==> src/rtl/lab_tester_pkg.sv <==
// lab_tester_pkg: shared types and constants for the lab combinational-block testers
package lab_tester_pkg;
    typedef enum logic [1:0] {IDLE, RUN, DONE} state_t;
    localparam int NUM_VECTORS = 8;
    localparam logic [7:0] FA_SUM   = 8'b1001_0110;
    localparam logic [7:0] FA_CARRY = 8'b1110_1000;
endpackage

==> src/rtl/settle_counter.sv <==
// settle_counter: counts 0..N-1 while enabled and flags the last count as the sample point
module settle_counter
    import lab_tester_pkg::*;
#(
    parameter int N = 10
) (
    input  logic clk,
    input  logic rst,
    input  logic clear,
    input  logic enable,
    output logic tick
);
    localparam int CW = $clog2(N + 1);
    logic [CW-1:0] r_cnt;
    assign tick = (r_cnt == CW'(N - 1));
    // Free count wraps to zero on the tick so the next vector starts its settle window cleanly
    always_ff @(posedge clk or posedge rst) begin
        if (rst)
            r_cnt <= '0;
        else if (clear)
            r_cnt <= '0;
        else if (enable)
            r_cnt <= tick ? '0 : r_cnt + 1'b1;
    end
endmodule

==> src/rtl/lab_vector_tester.sv <==
// lab_vector_tester: sweeps all eight {a,b,c} vectors and checks x/y against truth tables
module lab_vector_tester
    import lab_tester_pkg::*;
#(
    parameter int         SETTLE_CYCLES = 10,
    parameter logic [7:0] EXP_X         = FA_SUM,
    parameter logic [7:0] EXP_Y         = FA_CARRY
) (
    input  logic       clk,
    input  logic       rst,
    input  logic       start,
    output logic       a,
    output logic       b,
    output logic       c,
    input  logic       x,
    input  logic       y,
    output logic       busy,
    output logic       done,
    output logic       pass,
    output logic [3:0] err_count,
    output logic [7:0] mismatch_map,
    output logic [2:0] first_fail,
    output logic       fail_seen
);
    state_t     r_state;
    state_t     w_next;
    logic [2:0] r_vec;
    logic       r_done;
    logic       r_pass;
    logic       r_seen;
    logic [3:0] r_err;
    logic [7:0] r_map;
    logic [2:0] r_first;
    logic       w_tick;
    logic       w_start;
    logic       w_sample;
    logic       w_miss;
    logic       w_last;
    logic [3:0] w_err_next;

    assign w_start    = (r_state == IDLE) && start;
    assign w_sample   = (r_state == RUN) && w_tick;
    assign w_miss     = w_sample && ((x != EXP_X[r_vec]) || (y != EXP_Y[r_vec]));
    assign w_last     = w_sample && (r_vec == 3'(NUM_VECTORS - 1));
    assign w_err_next = r_err + {3'b000, w_miss};

    settle_counter #(.N(SETTLE_CYCLES)) u_settle (
        .clk    (clk),
        .rst    (rst),
        .clear  (w_start),
        .enable (r_state == RUN),
        .tick   (w_tick)
    );

    // State register
    always_ff @(posedge clk or posedge rst) begin
        if (rst)
            r_state <= IDLE;
        else
            r_state <= w_next;
    end

    // Next state: DONE lasts one cycle and always falls back to IDLE
    always_comb begin
        w_next = r_state;
        case (r_state)
            IDLE:    w_next = start ? RUN : IDLE;
            RUN:     w_next = w_last ? DONE : RUN;
            DONE:    w_next = IDLE;
            default: w_next = IDLE;
        endcase
    end

    // Vector register doubles as the stimulus; it wraps to 0 after vector 7 so a,b,c return low
    always_ff @(posedge clk or posedge rst) begin
        if (rst) begin
            r_vec   <= '0;
            r_done  <= 1'b0;
            r_pass  <= 1'b0;
            r_seen  <= 1'b0;
            r_err   <= '0;
            r_map   <= '0;
            r_first <= '0;
        end else begin
            r_done <= w_last;
            if (w_start) begin
                r_vec   <= '0;
                r_pass  <= 1'b0;
                r_seen  <= 1'b0;
                r_err   <= '0;
                r_map   <= '0;
                r_first <= '0;
            end else if (w_sample) begin
                r_vec <= r_vec + 3'd1;
                r_err <= w_err_next;
                if (w_miss) begin
                    r_map[r_vec] <= 1'b1;
                    if (!r_seen) begin
                        r_first <= r_vec;
                        r_seen  <= 1'b1;
                    end
                end
                if (w_last)
                    r_pass <= (w_err_next == 4'd0);
            end
        end
    end

    assign {a, b, c}    = r_vec;
    assign busy         = (r_state != IDLE);
    assign done         = r_done;
    assign pass         = r_pass;
    assign err_count    = r_err;
    assign mismatch_map = r_map;
    assign first_fail   = r_first;
    assign fail_seen    = r_seen;
endmodule

==> config.mk <==
export PLATFORM = sky130hd
export DESIGN_NAME = lab_vector_tester
export DESIGN_NICKNAME = d
export VERILOG_FILES = /design/src/rtl/lab_tester_pkg.sv /design/src/rtl/settle_counter.sv /design/src/rtl/lab_vector_tester.sv
export SDC_FILE = /design/constraint.sdc
export NUM_CORES = 1
export LEC_CHECK = 0
export ABC_AREA = 1
export CAP_MARGIN = 15
export CORE_MARGIN = 2
export CORE_UTILIZATION = 55
export CTS_CLUSTER_DIAMETER = 200
export DETAILED_ROUTE_END_ITERATION = 8
export GPL_ROUTABILITY_DRIVEN = 0
export PLACE_DENSITY = 0.95
export RECOVER_POWER = 25
export SYNTH_ARGS = -nofsm -noshare
export SYNTH_HDL_FRONTEND = slang
export SYNTH_SLANG_ARGS = --single-unit
==> constraint.sdc <==
create_clock -name clk -period 5.71 [get_ports clk]
set_input_delay 0.8565 -clock clk [delete_from_list [all_inputs] [get_ports clk]]
set_output_delay 0.8565 -clock clk [all_outputs]
set_load 0.03 [all_outputs]
==> flow_metrics.env <==
export IMPL_dr_pass1_iters=4
export IMPL_start_kind="flip-flop"
export IMPL_routed_wl_mm=2.92
export IMPL_total_power_mw=0.410
export IMPL_clock_sinks=27
export IMPL_yosysSeqAreaShare_pct=46.8
export IMPL_synth_cell_type_count=25
export IMPL_first_global_vias=1102
export IMPL_grt_pass1_wl_mm=5.03
export IMPL_status="finished, final reports clean"
export IMPL_final_area_um2=1730
export IMPL_hold_class="reg -> reg"
export IMPL_tightest_slew_ps=964
export IMPL_crit_type="reg -> reg"
export IMPL_syn_num_nets=174
export IMPL_tns_ps=0
export IMPL_required_ps=5980
export IMPL_async_flop_share_pct=100
export IMPL_cpMostUsedCell="nand2_1"
export IMPL_ir_worst_vdd_uv=245
export IMPL_vias_per_cell=5.21
export IMPL_max_stage_delay_ps=430
export IMPL_power_leakage_nw=0.899
export IMPL_yosysMostFrequentCell="nand2_1"
export IMPL_crit_family="simple AND/OR/NAND/NOR gates"
export IMPL_dp_hpwl_mm=2.16
export IMPL_die_h_um=55.3
export IMPL_synth_top_area_share_pct=46.8
export IMPL_drv_slew=0
export IMPL_path_max_fanout=11
export IMPL_synthToLayoutAreaGrowth_pct=19.9
export IMPL_critPathArrivalTime_ps=3200
export IMPL_end_kind="flip-flop"
export IMPL_yosys_warnings=0
export IMPL_finalSetupViolCount=0
export IMPL_placedInstanceArea_um2=1700
export IMPL_utilization_pct=69.9
export IMPL_drtIter0Drc=11
export IMPL_cts_resized=0
export IMPL_clk_latency_ps=330
export IMPL_cts_root_buffer="clkbuf_4"
export IMPL_reg2regPathDepth=16
export IMPL_grt_max_degree=28
export IMPL_synth_ff_type="dfrtp_1"
export IMPL_synth_top_cells_by_count="nand2_1 (45), dfrtp_1 (27), nand3_1 (22), inv_1 (16), o21ai_2 (8)"
export IMPL_holdPathEnd="mismatch_map[5]$_DFFE_PP0P_"
export IMPL_yosysTopAreaCell="dfrtp_1"
export IMPL_core_area_um2=2480
export IMPL_die_w_um=55.3
export IMPL_cts_max_path_buffers=2
export IMPL_post_route_period_util_pct=51.2
export IMPL_yosys_register_bits=27
export IMPL_initial_core_util_pct=58.3
export IMPL_timing_rr_end="pass$_DFFE_PP0P_"
export IMPL_wl_per_cell_um=13.3
export IMPL_p_per_area_nw_per_um2=237
export IMPL_remaining_drc_errors=0
export IMPL_clk_pin_slew_ps=150
export IMPL_track_usage_pct=20.8
export IMPL_finalHoldViolCount=0
export IMPL_rows=18
export IMPL_cts_made_buffers=3
export IMPL_rsz0062_at_grt="no"
export IMPL_min_path_cells=2
export IMPL_max_slew_margin_pct=35.8
export IMPL_r2r_start="r_vec[0]$_DFFE_PP0P_"
export IMPL_fin_ws_ps=2790
export IMPL_htreeDepth=1
export IMPL_crit_buf_inv=3
export IMPL_synthTopCellsByArea="dfrtp_1 (47%), nand2_1 (12%), nand3_1 (7.6%), ha_1 (6.1%), o21ai_2 (4.8%)"
export IMPL_cts_tree="done"
export IMPL_slowest_stage="dfrtp_1"
export IMPL_drv_cap=0
export IMPL_nets=202
export IMPL_worstPathCellList="clkinv_1, ha_1, inv_1, nand2_1, nand2_1, nand2_1, nand2_1, nand2_1, nand2_1, inv_1, ha_1, ha_1, xor2_1, nor3_1, nand2_1, a21oi_2"
export IMPL_holdCritStartpoint="mismatch_map[5]$_DFFE_PP0P_"
export IMPL_io_pin_count=27
export IMPL_syn_avg_cell_area_um2=8.92
export IMPL_diodes=0
export IMPL_synth_edf_count=0
export IMPL_dp_slack_ps=2560
export IMPL_overflow=0
export IMPL_period_needed_ps=2920
export IMPL_holdBufCountCts=0
export IMPL_die_area_um2=3050
export IMPL_antenna_found_initial=0
export IMPL_cts_setup_buffers=0
export IMPL_drive_gt1_share_pct=12.7
export IMPL_syn_area_um2=1450
export IMPL_max_freq_mhz=342
export IMPL_r2r_slack_ps=2790
export IMPL_vias=1140
export IMPL_numPortBuffers=26
export IMPL_clock_skew_ps=6.36
export IMPL_ant_nets=0
export IMPL_netlist_instances=162
-- layer usage --
metal,global-route usage [%],part of all wire (%),up-vias
met2,35.9,53,25
met5,0,0,-
met1,25.5,42,540
li1,-,-,569
met4,9.76,2.3,0
met3,2.81,2.8,6
-- worst max path at each step --
stage / startpoint / to / depth (start not counted)
after detailed placement: x / pass$_DFFE_PP0P_ / 14
after floorplan: r_vec[0]$_DFFE_PP0P_ / pass$_DFFE_PP0P_ / 17
final: r_vec[0]$_DFFE_PP0P_ / pass$_DFFE_PP0P_ / 16
after CTS: r_vec[0]$_DFFE_PP0P_ / pass$_DFFE_PP0P_ / 16
after global routing: r_vec[0]$_DFFE_PP0P_ / pass$_DFFE_PP0P_ / 16
after global placement: x / pass$_DFFE_PP0P_ / 14
-- per-stage QoR --
stage | hold slack [ps] | cells
after floorplan | 512 | 162
after global placement | 477 | 214
after detailed placement | 468 | 214
after CTS | 501 | 218
after global routing | 529 | 219
final | 498 | 219
-- tightest hold or removal path: cells and delay by family (launching register included) --
| family | cells | cell delay [ps] |
|---|---|---|
| and+or+nand+nor | 1 | 60 |
| DFF | 1 | 370 |
| AOI/OAI and AO/OA | 1 | 50 |
-- cell families after synthesis --
kind of cell	share of synthesized area (%)
and+or+nand+nor	26.7
buffers and inverters	9.35
DFF	46.8
AOI/OAI and AO/OA	8.74
adders and majority gates	6.06
xor gates and xnor gates	2.42
-- sequential cells by signal, indices dropped and copies added (netlist names) --
signal	count
u_settle.r_cnt	4
fail_seen	1
done	1
mismatch_map	8
err_count	4
r_state	2
pass	1
first_fail	3
r_vec	3
-- report_power, final --
part,total (mW),leakage (nW),switching (mW),internal (mW)
Clock,0.0831,0.0177,0.0568,0.0263
Combinational,0.103,0.519,0.0620,0.0414
Sequential,0.223,0.362,0.0150,0.208
-- layout by cell type, fill, tap and decap left out --
cell	count
o21ai_1	1
clkbuf_4	3
nor2_4	1
a21oi_2	1
o21ai_2	8
clkdlybuf4s50_1	25
nor2_8	2
dfrtp_1	27
nand3_2	1
nor3_1	1
inv_6	1
o22ai_1	2
o21ai_0	6
clkinv_1	1
nand2_1	45
clkbuf_1	1
nand3_4	1
xnor2_1	1
clkinv_2	1
nand3_1	22
xor2_1	3
inv_4	1
inv_2	4
inv_1	16
ha_1	7
nor2_1	6
dlygate4sd3_1	1
-- cell type report --
class | instances | area, um2
well taps | 30 | 37.5
clock buffers | 3 | 22.5
fillers | 205 | 744
multi-input cells | 108 | 634
inverters | 23 | 93.8
repair buffers | 27 | 264
flip-flops and latches | 27 | 676
clock inverters | 1 | 5.00
Power figures use the tool's default switching activity.
